$ cat src/rtl/mux_feed_ctrl.sv
// Operand bank and select sequencer feeding the 8-to-1 byte mux.
// Loads eight bytes, then scans Sel through all slots with a fixed dwell.
module mux_feed_ctrl #(
    parameter int unsigned DWELL = 4
) (
    input  logic       clk,
    input  logic       rst_n,
    input  logic       wr_valid,
    input  logic [7:0] wr_data,
    output logic       wr_ready,
    input  logic       start,
    input  logic       stop,
    input  logic       reload,
    output logic [7:0] A,
    output logic [7:0] B,
    output logic [7:0] C,
    output logic [7:0] D,
    output logic [7:0] E,
    output logic [7:0] F,
    output logic [7:0] G,
    output logic [7:0] H,
    output logic [2:0] Sel,
    output logic [2:0] slot,
    output logic       out_valid,
    output logic       done
);

    typedef enum logic [1:0] {
        S_LOAD  = 2'd0,
        S_READY = 2'd1,
        S_SCAN  = 2'd2
    } state_e;

    localparam logic [7:0] LAST = 8'(DWELL - 1);

    state_e     state_q, state_d;
    logic [2:0] wptr_q, wptr_d;
    logic [7:0] ops_q [8];
    logic [7:0] ops_d [8];
    logic [7:0] cnt_q, cnt_d;
    logic [2:0] slot_q, slot_d;
    logic [2:0] sel_q, sel_d;
    logic       out_valid_q, out_valid_d;
    logic       done_q, done_d;

    logic wr_fire;
    logic dwell_end;
    logic scan_end;
    logic go;
    logic back;

    assign wr_fire   = (state_q == S_LOAD) && wr_valid;
    assign dwell_end = (cnt_q == LAST);
    assign scan_end  = dwell_end && (slot_q == 3'd7);
    assign go        = (state_q == S_READY) && start;
    assign back      = (state_q == S_READY) && !start && reload;

    // State register
    always_ff @(posedge clk or negedge rst_n) begin
        if (!rst_n) begin
            state_q <= S_LOAD;
        end else begin
            state_q <= state_d;
        end
    end

    // Next-state logic
    always_comb begin
        state_d = state_q;
        unique case (state_q)
            S_LOAD: begin
                if (wr_fire && (wptr_q == 3'd7)) begin
                    state_d = S_READY;
                end
            end
            S_READY: begin
                if (start) begin
                    state_d = S_SCAN;
                end else if (reload) begin
                    state_d = S_LOAD;
                end
            end
            S_SCAN: begin
                if (stop || scan_end) begin
                    state_d = S_READY;
                end
            end
            default: state_d = S_LOAD;
        endcase
    end

    // Datapath next values: bank, write pointer, dwell counter, slot
    always_comb begin
        wptr_d = wptr_q;
        ops_d  = ops_q;
        cnt_d  = cnt_q;
        slot_d = slot_q;

        if (wr_fire) begin
            ops_d[wptr_q] = wr_data;
            wptr_d        = wptr_q + 3'd1;
        end

        if (back) begin
            wptr_d = 3'd0;
        end

        if (go) begin
            cnt_d  = 8'd0;
            slot_d = 3'd0;
        end else if ((state_q == S_SCAN) && !stop) begin
            if (dwell_end) begin
                cnt_d = 8'd0;
                // Slot 7 is kept after completion so Sel holds its last value
                if (!scan_end) begin
                    slot_d = slot_q + 3'd1;
                end
            end else begin
                cnt_d = cnt_q + 8'd1;
            end
        end
    end

    // Registered output values
    always_comb begin
        out_valid_d = (state_d == S_SCAN);
        done_d      = (state_q == S_SCAN) && !stop && scan_end;
        sel_d       = {slot_d[0], slot_d[1], slot_d[2]};
    end

    always_ff @(posedge clk or negedge rst_n) begin
        if (!rst_n) begin
            wptr_q      <= 3'd0;
            cnt_q       <= 8'd0;
            slot_q      <= 3'd0;
            sel_q       <= 3'd0;
            out_valid_q <= 1'b0;
            done_q      <= 1'b0;
            for (int i = 0; i < 8; i++) begin
                ops_q[i] <= 8'd0;
            end
        end else begin
            wptr_q      <= wptr_d;
            cnt_q       <= cnt_d;
            slot_q      <= slot_d;
            sel_q       <= sel_d;
            out_valid_q <= out_valid_d;
            done_q      <= done_d;
            for (int i = 0; i < 8; i++) begin
                ops_q[i] <= ops_d[i];
            end
        end
    end

    assign wr_ready  = (state_q == S_LOAD);
    assign A         = ops_q[0];
    assign B         = ops_q[1];
    assign C         = ops_q[2];
    assign D         = ops_q[3];
    assign E         = ops_q[4];
    assign F         = ops_q[5];
    assign G         = ops_q[6];
    assign H         = ops_q[7];
    assign Sel       = sel_q;
    assign slot      = slot_q;
    assign out_valid = out_valid_q;
    assign done      = done_q;

endmodule

$ cat config.mk
export PLATFORM = sky130hd
export DESIGN_NAME = mux_feed_ctrl
export DESIGN_NICKNAME = d
export VERILOG_FILES = /design/src/rtl/mux_feed_ctrl.sv
export SDC_FILE = /design/constraint.sdc
export NUM_CORES = 1
export LEC_CHECK = 0
export CELL_PAD_IN_SITES_DETAIL_PLACEMENT = 0
export CELL_PAD_IN_SITES_GLOBAL_PLACEMENT = 1
export CORE_MARGIN = 2
export CORE_UTILIZATION = 42
export DETAILED_ROUTE_END_ITERATION = 7
export PLACE_DENSITY_LB_ADDON = 0.1
export SYNTH_ARGS = -nofsm -noshare
export SYNTH_HDL_FRONTEND = slang
export SYNTH_SLANG_ARGS = --single-unit
$ cat constraint.sdc
create_clock -name clk -period 5.5 [get_ports clk]
set_clock_uncertainty 0.1 [all_clocks]
set_input_delay 0.825 -clock clk [delete_from_list [all_inputs] [get_ports clk]]
set_output_delay 0.825 -clock clk [all_outputs]
set_load 0.02 [all_outputs]
* Yosys cells after proc, flatten, opt, wreduce, memory -nomap -nowiden *
Index checks and enable logic that the tools add are counted.

storage, ports and cells
  flip-flop bits (word level) = 85
  latch bits = 0
  bits in writable memories = 0
  ROM bits = 0
  input bits = 14
  output and inout port bits = 73
  memories kept = 0

operators by class
  $add $sub $neg = 3
  $mul = 0
  div/mod/pow operators = 0
  order comparisons = 2
  equality and inequality tests = 6
  shift operators = 0
  mux-type cells = 17
  bitwise gates (word level) = 1
  reductions and logical operators = 15

operator list
  operator             number
  $bwmux 64            1
  $mux 8               4
  $demux 8 s3          1
  $mux 3               6
  $logic_and 1x1->1    9
  $add 8x1->8 const B  1
  $eq 8x2->1 const B   1
  $mux 2               4
  $add 3x1->3 const B  2
  $eq 3x3->1 const B   2
  $pmux 2 s3           1
  $eq 2x2->1 const B   2
  $ge 4x4->1 const B   1
  $lt 4x1->1 const B   1
  $not 3->4            1
  $reduce_bool 2->1    2
  $eq 2x1->1 const B   1
  $logic_not 1->1      2
  $logic_not 2->1      1
  $logic_or 1x1->1     1

* Logic depth before layout (Yosys ltp) *
Gate-level depths: netlist of the first run.

  word-level depth = 6
  depth in mapped cells = 7

* Worst setup path before layout of the first run *
OpenSTA, ideal clock, no wires.

  path type = in2reg
  start point = in wr_valid
  end point = reg ops_q, in the netlist G[0]
  setup time = 125 ps
  data arrival time = 1975 ps
  setup slack = 3300 ps
  stages on the path = 5
  buffers on the path = 1
  cells stage by stage = or3b_4 -> nor2_4 -> and3_4 -> buf_8 -> mux2_4

between the ends
  longest elaborated chain between the ends = 1

RTL lines
  what                           RTL line  text
  start, declared                8         input logic wr_valid,
  $logic_and 1x1->1              52        assign wr_fire = (state_q == S_LOAD) && wr_valid;
  end signal, assigned by index  150       ops_q[i] <= ops_d[i];
  end, declared                  38        logic [7:0] ops_q [8];

Every way passes these cells.
A chain may end at the register's enable or synchronous reset.

* Final worst setup path of the first run *
  start point = reg state_q[1]
  end point = out wr_ready

between the ends
  longest elaborated chain between the ends = 1

RTL lines
  what                    RTL line  text
  start, declared         36        state_e state_q, state_d;
  start signal, assigned  63        state_q <= state_d;
  $logic_not 2->1         155       assign wr_ready = (state_q == S_LOAD);
  end, declared           10        output logic wr_ready,

Every way passes these cells.

==> results of run 1 <==
[Yosys cell counts (all sizes together)]
cell,n,share of area (%)
o21ai,2,0.29
a21oi,7,1.0
or2,1,0.18
and4,1,0.26
nor3,2,0.44
buf,6,1.6
nand2b,1,0.18
or3,2,0.36
o2111ai,2,0.51
clkbuf,3,0.33
nand3b,1,0.22
mux2i,3,0.87
nand4b,1,0.26
o22ai,1,0.18
mux2,64,22
nor2b,2,0.36
nor3b,1,0.36
nand4,1,0.18
inv,2,0.22
nor4bb,1,0.29
o32ai,1,0.26
nand3,2,0.29
nand2,22,2.6
ha,5,1.8
xor2,5,1.3
o211ai,1,0.22
a21o,1,0.22
nor2,11,1.5
and3,6,1.2
and3b,1,0.26
dfrtp,82,60
and4b,1,0.29
or3b,1,0.33
[critical path, cell delays in order (launching register included)]
cell,delay [ns]
dfrtp_1,0.46
nor2_2,0.19
clkdlybuf4s50_1,0.63
[final cells by class]
cell class              count  area, um2  area share, %
flip-flops and latches     82       2052          45.27
multi-input cells         150       1310          28.90
repair buffers             86      858.3          18.93
well taps                 102      127.6          2.815
clock buffers               9      123.9          2.733
clock inverters             7      53.80          1.187
inverters                   2      7.507         0.1656
[placed cells by master, fill, tap and decap left out, drive strengths merged, types with 2 or more instances in the layout]
master	instances
nand3	2
o21ai	2
clkinvlp	2
clkdlybuf4s50	85
or3	2
a21oi	7
ha	5
o2111ai	2
clkbuf	9
nor2	11
inv	4
clkinv	3
xor2	5
mux2	64
mux2i	3
nand2	22
nor2b	2
nor3	2
dfrtp	82
and3	6
[report_power, final]
part	switching, W	internal (W)	total [W]
Clock	0.000223	0.000168	0.000391
Sequential	0.000180	0.000876	0.00106
Combinational	0.000639	0.000725	0.00136
[routing by layer]
metal / global-route usage (%) / part of all wire [%] / vias up
met2: 25.30 / 45 / 61
met3: 2.953 / 4.8 / 6
met1: 25.16 / 49 / 1107
li1: - / - / 1035
met5: 0 / 0 / -
met4: 6.643 / 1.3 / 0
[registers in the layout, summed over array words and instances, names as in the netlist]
register and count:
B 8, H 8, F 8, slot 1
wptr_q 3, G 8, state_q 2, out_valid 1
done 1, E 8, A 8, Sel 2
cnt_q 8, C 8, D 8
[kinds of logic after synthesis]
kind of cell | Yosys count | synth area share (%)
AO/OA/AOI/OAI | 15 | 2.696
XOR/XNOR | 5 | 1.275
adder cells (fa/ha/maj) | 5 | 1.821
buffers and inverters | 11 | 2.113
flip-flops | 82 | 59.75
multiplexers | 67 | 22.73
AND/OR/NAND/NOR | 58 | 9.618
[path summary, 6_finish.rpt]
check | startpoint | end | slack [ns] | cells after the start
min | D[4] | D[4] | 0.41 | 1
min in group asynchronous | rst_n | B[2] | 0.55 | 1
max in group asynchronous | rst_n | cnt_q[0] | 4.09 | 1
min reg2reg | D[4] | D[4] | 0.41 | 1
max | state_q[1] | wr_ready | 2.95 | 2
max reg2reg | state_q[1] | H[6] | 3.52 | 4
[through the flow]
stage | setup WS, ns | utilization [%] | hold slack (ns)
floorplan | 3.300 | - | 0.3815
global placement | 2.734 | 55.79 | 0.3701
detailed placement | 2.699 | 55.79 | 0.3869
CTS | 2.932 | 58.06 | 0.4091
global route | 2.866 | 58.06 | 0.4230
finish | 2.955 | 58.06 | 0.4092
==> results by group, run 1 <==
Placement
  – Final GP Congestion: 0.8014
  – Placed cell count: between 400 and 500
  – HPWL after DPL: around 5000 um
  – Placed cell areas: 4355 um2
  – Port bufs: 86

Layout
  – N_diodes: 0
  – Design area: 4533 um2
  – Filler cells: 691
  – Final Non-Filler Cells: 438
  – Area growth syn-to-layout: 31.99%
  – Ratio of cells with drive above 1 in the final layout: 24.70%
  – NumNets Final: 350

Floorplanning
  – Die area: 8917 um2
  – Die H: 94.43 um
  – Die width: 94.43 um
  – # rows: 32
  – Number of I/O pins: 87
  – Core Box Area: 7807 um2
  – Initial Utilization: between 40% and 50%

Detailed routing
  – Drt wl/cell: around 16 um
  – ANT nets after route: 0
  – Final WL: 7206 um
  – Via density: 5.043
  – TritonRoute pass-1 iters: 4
  – Post-route DRC: 0
  – First DRT Iteration DRCs: 61
  – Routed via count: 2209

Worst setup path
  – Required @ worst endpoint: about 4.6 ns
  – Setup CP Type: reg -> out
  – Worst EP arrival: between 1.5 and 2 ns
  – CP endpoint kind: output pin
  – CP max FO: 8
  – Setup crit start kind: flip-flop

Clock tree
  – Setup Buffers After CTS: 0
  – Root Buffer: clkbuf_8
  – CTS Hold Bufs: 0
  – CTS tree: yes
  – H-tree levels: 3
  – Sink Count: 82
  – Post_cts resized: 0
  – Worst skew pair latency: 0.33 ns
  – Total CTS buffers: 9
  – Clock-pin slew on the worst setup and hold paths: roughly 0.080 ns
  – Clk buf depth: 2

Timing
  – Final worst path period share: 46.28%
  – Max Fclk: a little under 0.4 GHz
  – Max Slew Vio Count: 0
  – TNS Setup: 0 ns
  – Max-slew headroom: 32.69%
  – Setup violators final: 0
  – RSZ-0062 raised after global routing: false
  – Slew at the pin closest to its max-slew limit: about 1.0 ns
  – Fin crit period: about 2.5 ns
  – Hold Fails Final Rpt: 0

Synthesis
  – Yosys warns: 0
  – Flops & latches, synth: 82
  – Distinct cells, synth: 43
  – Mapped Avg Cell Area: 14.13 um2
  – Post-Syn Instances: 243
  – Mapped Nets: 262
  – Post-synthesis sequential area ratio: 59.74%
  – Mapped Area: 3435 um2

Power and ir drop
  – Maximum vdd drop: 270.7 uV
  – Leakage power: slightly below 2 nW
  – Pwr Density: 620.0 nW/um2
  – Total power: approximately 0.0028 W

Global route
  – Congestion Overflow GR: 0
  – First-pass GRT wire length: 11520 um
  – Largest net degree at the start of global routing: slightly above 80
  – Gr usage total: 17.09%
  – Antenna violations before repair: 0
  – Vias in the first global route: around 2.2k

Min path
  – Worst Hold Class: reg -> reg

Run
  – Max-Cap Viols: 0

Run status
  – Outcome: completed
(Power assumes the default switching activity.)
==> inputs of run 2 (changes only) <==
--- a/config.mk
+++ b/config.mk
@@ -8,7 +8,7 @@
 export CELL_PAD_IN_SITES_DETAIL_PLACEMENT = 0
 export CELL_PAD_IN_SITES_GLOBAL_PLACEMENT = 1
 export CORE_MARGIN = 2
-export CORE_UTILIZATION = 42
+export CORE_UTILIZATION = 35
 export DETAILED_ROUTE_END_ITERATION = 7
 export PLACE_DENSITY_LB_ADDON = 0.1
 export SYNTH_ARGS = -nofsm -noshare
==> constraint.sdc (replaced) <==
create_clock -name clk -period 2.3 [get_ports clk]
set_clock_uncertainty 0.1 [all_clocks]
set_input_delay 0.345 -clock clk [delete_from_list [all_inputs] [get_ports clk]]
set_output_delay 0.345 -clock clk [all_outputs]
set_load 0.02 [all_outputs]
==> run 2 against run 1 <==
Against the previous run:
- cell area grew 4.7%
- sequential cell count unchanged
- die area increased by 19%
- combinational power rose by 150%
- core utilization down 8.8 points
- first-iteration DRC count is 13% lower
- worst setup slack got worse by 2.7 ns
- largest power group unchanged
==> results by group, run 2 (synthesis gave the netlist of run 1 again) <==
Timing
  – RSZ-0062 raised after global routing: false
  – TNS Setup: 0 ns (unchanged)
  – Final worst path period share: around 90%
  – Hold Fails Final Rpt: 0 (unchanged)
  – Setup violators final: 0 (unchanged)
  – Fin crit period: 2.081 ns
  – Max Fclk: 0.4806 GHz
  – Max-slew headroom: 65.37% (+33 points)
  – Slew at the pin closest to its max-slew limit: 0.5124 ns (-0.4972 ns)
  – Max Slew Vio Count: 0 (unchanged)
  – Hold slack: 0.3874 ns (-0.02187 ns)

Detailed routing
  – Final WL: 7865 um (+9.1%)
  – TritonRoute pass-1 iters: 4 (unchanged)
  – Drt wl/cell: 16.42 um (-0.20%)
  – Post-route DRC: 0 (unchanged)
  – Routed via count: 2256 (+2.1%)
  – Via density: 4.710 (-6.6%)
  – First DRT Iteration DRCs: 53 (-13%)
  – ANT nets after route: 0 (unchanged)

Clock tree
  – Sink Count: 82 (unchanged)
  – Clk buf depth: 2 (unchanged)
  – Total CTS buffers: 9 (unchanged)
  – Post_cts resized: 0 (unchanged)
  – Setup Buffers After CTS: 0 (unchanged)
  – H-tree levels: 3 (unchanged)
  – Clock-pin slew on the worst setup and hold paths: 0.09 ns (about the same)
  – CTS tree: yes
  – CTS Hold Bufs: 1 (+1)
  – Root Buffer: clkbuf_8
  – Worst skew pair latency: 0.34 ns (about the same)

Placement
  – Port bufs: 86 (unchanged)
  – Placed cell areas: 4499 um2 (+3.3%)
  – Final GP Congestion: 0.7172 (-11%)
  – HPWL after DPL: 5504 um (+9.7%)
  – Placed cell count: 462 (+9.5%)

Worst setup path
  – Required @ worst endpoint: 1.86 ns (-2.72 ns)
  – CP Launch Point: state_q[0]
  – Worst EP arrival: 1.64 ns (+0.02 ns)
  – Setup crit start kind: flip-flop
  – CP endpoint kind: output pin
  – Setup CP Type: reg -> out
  – CP max FO: 9 (+1)
  – Reg-to-Reg Start: state_q[0]

Floorplanning
  – Core Box Area: 9639 um2 (+23%)
  – # rows: 36 (+13%)
  – Die width: 103.1 um (+9.1%)
  – Number of I/O pins: 87 (unchanged)
  – Initial Utilization: 35.63% (-8.4 points)
  – Die area: 10620 um2 (+19%)
  – Die H: 103.1 um (+9.1%)

Power and ir drop
  – Pwr Density: 1491 nW/um2 (+140%)
  – Maximum vdd drop: 503.6 uV (+86%)
  – Leakage power: 2.067 nW (+4.3%)

Global route
  – Vias in the first global route: 2257 (+4.8%)
  – Gr usage total: 15.81% (-1.3 points)
  – Congestion Overflow GR: 0 (unchanged)
  – First-pass GRT wire length: 12300 um (+6.7%)
  – Antenna violations before repair: 0 (unchanged)
  – Largest net degree at the start of global routing: 47 (-43%)

Layout
  – Post-layout util: 49.23% (-8.8 points)
  – Design area: 4746 um2 (+4.7%)
  – Commonest non-fill, non-tap cell in the layout: clkdlybuf4s50_1
  – Ratio of cells with drive above 1 in the final layout: 26.59% (+1.9 points)
  – Area growth syn-to-layout: 38.18%
  – Filler cells: 908 (+31%)
  – N_diodes: 0 (unchanged)
  – Most used cells in the layout excluding fill and tap cells: clkdlybuf4s50_1, dfrtp_1, mux2_2, nand2_1, clkbuf_8
  – NumNets Final: 360 (+2.9%)
  – Final Non-Filler Cells: 479 (+9.4%)

Min path
  – Hold_sp: H[3]
  – Worst Hold Class: reg -> reg

Run
  – Max-Cap Viols: 0 (unchanged)

Run status
  – Outcome: completed
[run 2: area by class of cell]
type                    instances  area, um2  share of cell area (%)
clock buffers                  11      151.4                   3.190
well taps                     133      166.4                   3.506
repair buffers                 96      973.4                   20.51
flip-flops and latches         82       2052                   43.24
multi-input cells             150       1310                   27.60
clock inverters                 5      85.08                   1.793
inverters                       2      7.507                  0.1582
[run 2: worst max-delay path, cell delays in order, from the launching register on]
cell and delay (ns):
dfrtp_1 0.48, nor2_2 0.18, clkdlybuf4s50_1 0.63
[run 2: metrics by stage]
step | setup slack [ns] | total power, W
finish | 0.2194 | 0.007078
floorplan | 0.3768 | 0.004296
CTS | 0.1835 | 0.007176
global route | 0.1069 | 0.007516
global placement | 0.03029 | 0.005884
detailed placement | -0.005133 | 0.005946
[run 2: routing by layer]
| metal | vias up | global-route usage, % | part of all wire (%) |
|---|---|---|---|
| li1 | 1061 | - | - |
| met1 | 1126 | 21.56 | 46 |
| met2 | 62 | 24.73 | 48 |
| met3 | 7 | 4.475 | 5.0 |
| met4 | 0 | 4.555 | 0.99 |
| met5 | - | 0 | 0 |
[run 2: path summary, 6_finish.rpt]
path / slack (ns) / depth (start not counted) / end
worst max-delay path: 0.22 / 2 / wr_ready
worst min-delay path: 0.39 / 1 / H[3]
worst max register to register: 0.43 / 4 / B[7]
worst min register to register: 0.39 / 1 / H[3]
max in group asynchronous: 1.07 / 3 / state_q[0]
min in group asynchronous: 0.41 / 2 / B[3]
[run 2: report_power, final]
part | switching [W] | leakage (nW) | internal, W | total, W
clock network | 0.000533 | 0.116 | 0.000677 | 0.00121
registers | 0.000430 | 1.02 | 0.00209 | 0.00252
logic | 0.00155 | 0.932 | 0.00180 | 0.00334
==> inputs of run 3 (changes only) <==
--- a/config.mk
+++ b/config.mk
@@ -11,6 +11,7 @@
 export CORE_UTILIZATION = 35
 export DETAILED_ROUTE_END_ITERATION = 7
 export PLACE_DENSITY_LB_ADDON = 0.1
+export SKIP_CTS_REPAIR_TIMING = 1
 export SYNTH_ARGS = -nofsm -noshare
 export SYNTH_HDL_FRONTEND = slang
 export SYNTH_SLANG_ARGS = --single-unit
==> results of run 3 <==
No change in the layout: final DEF, timing and power equal those of run 2.
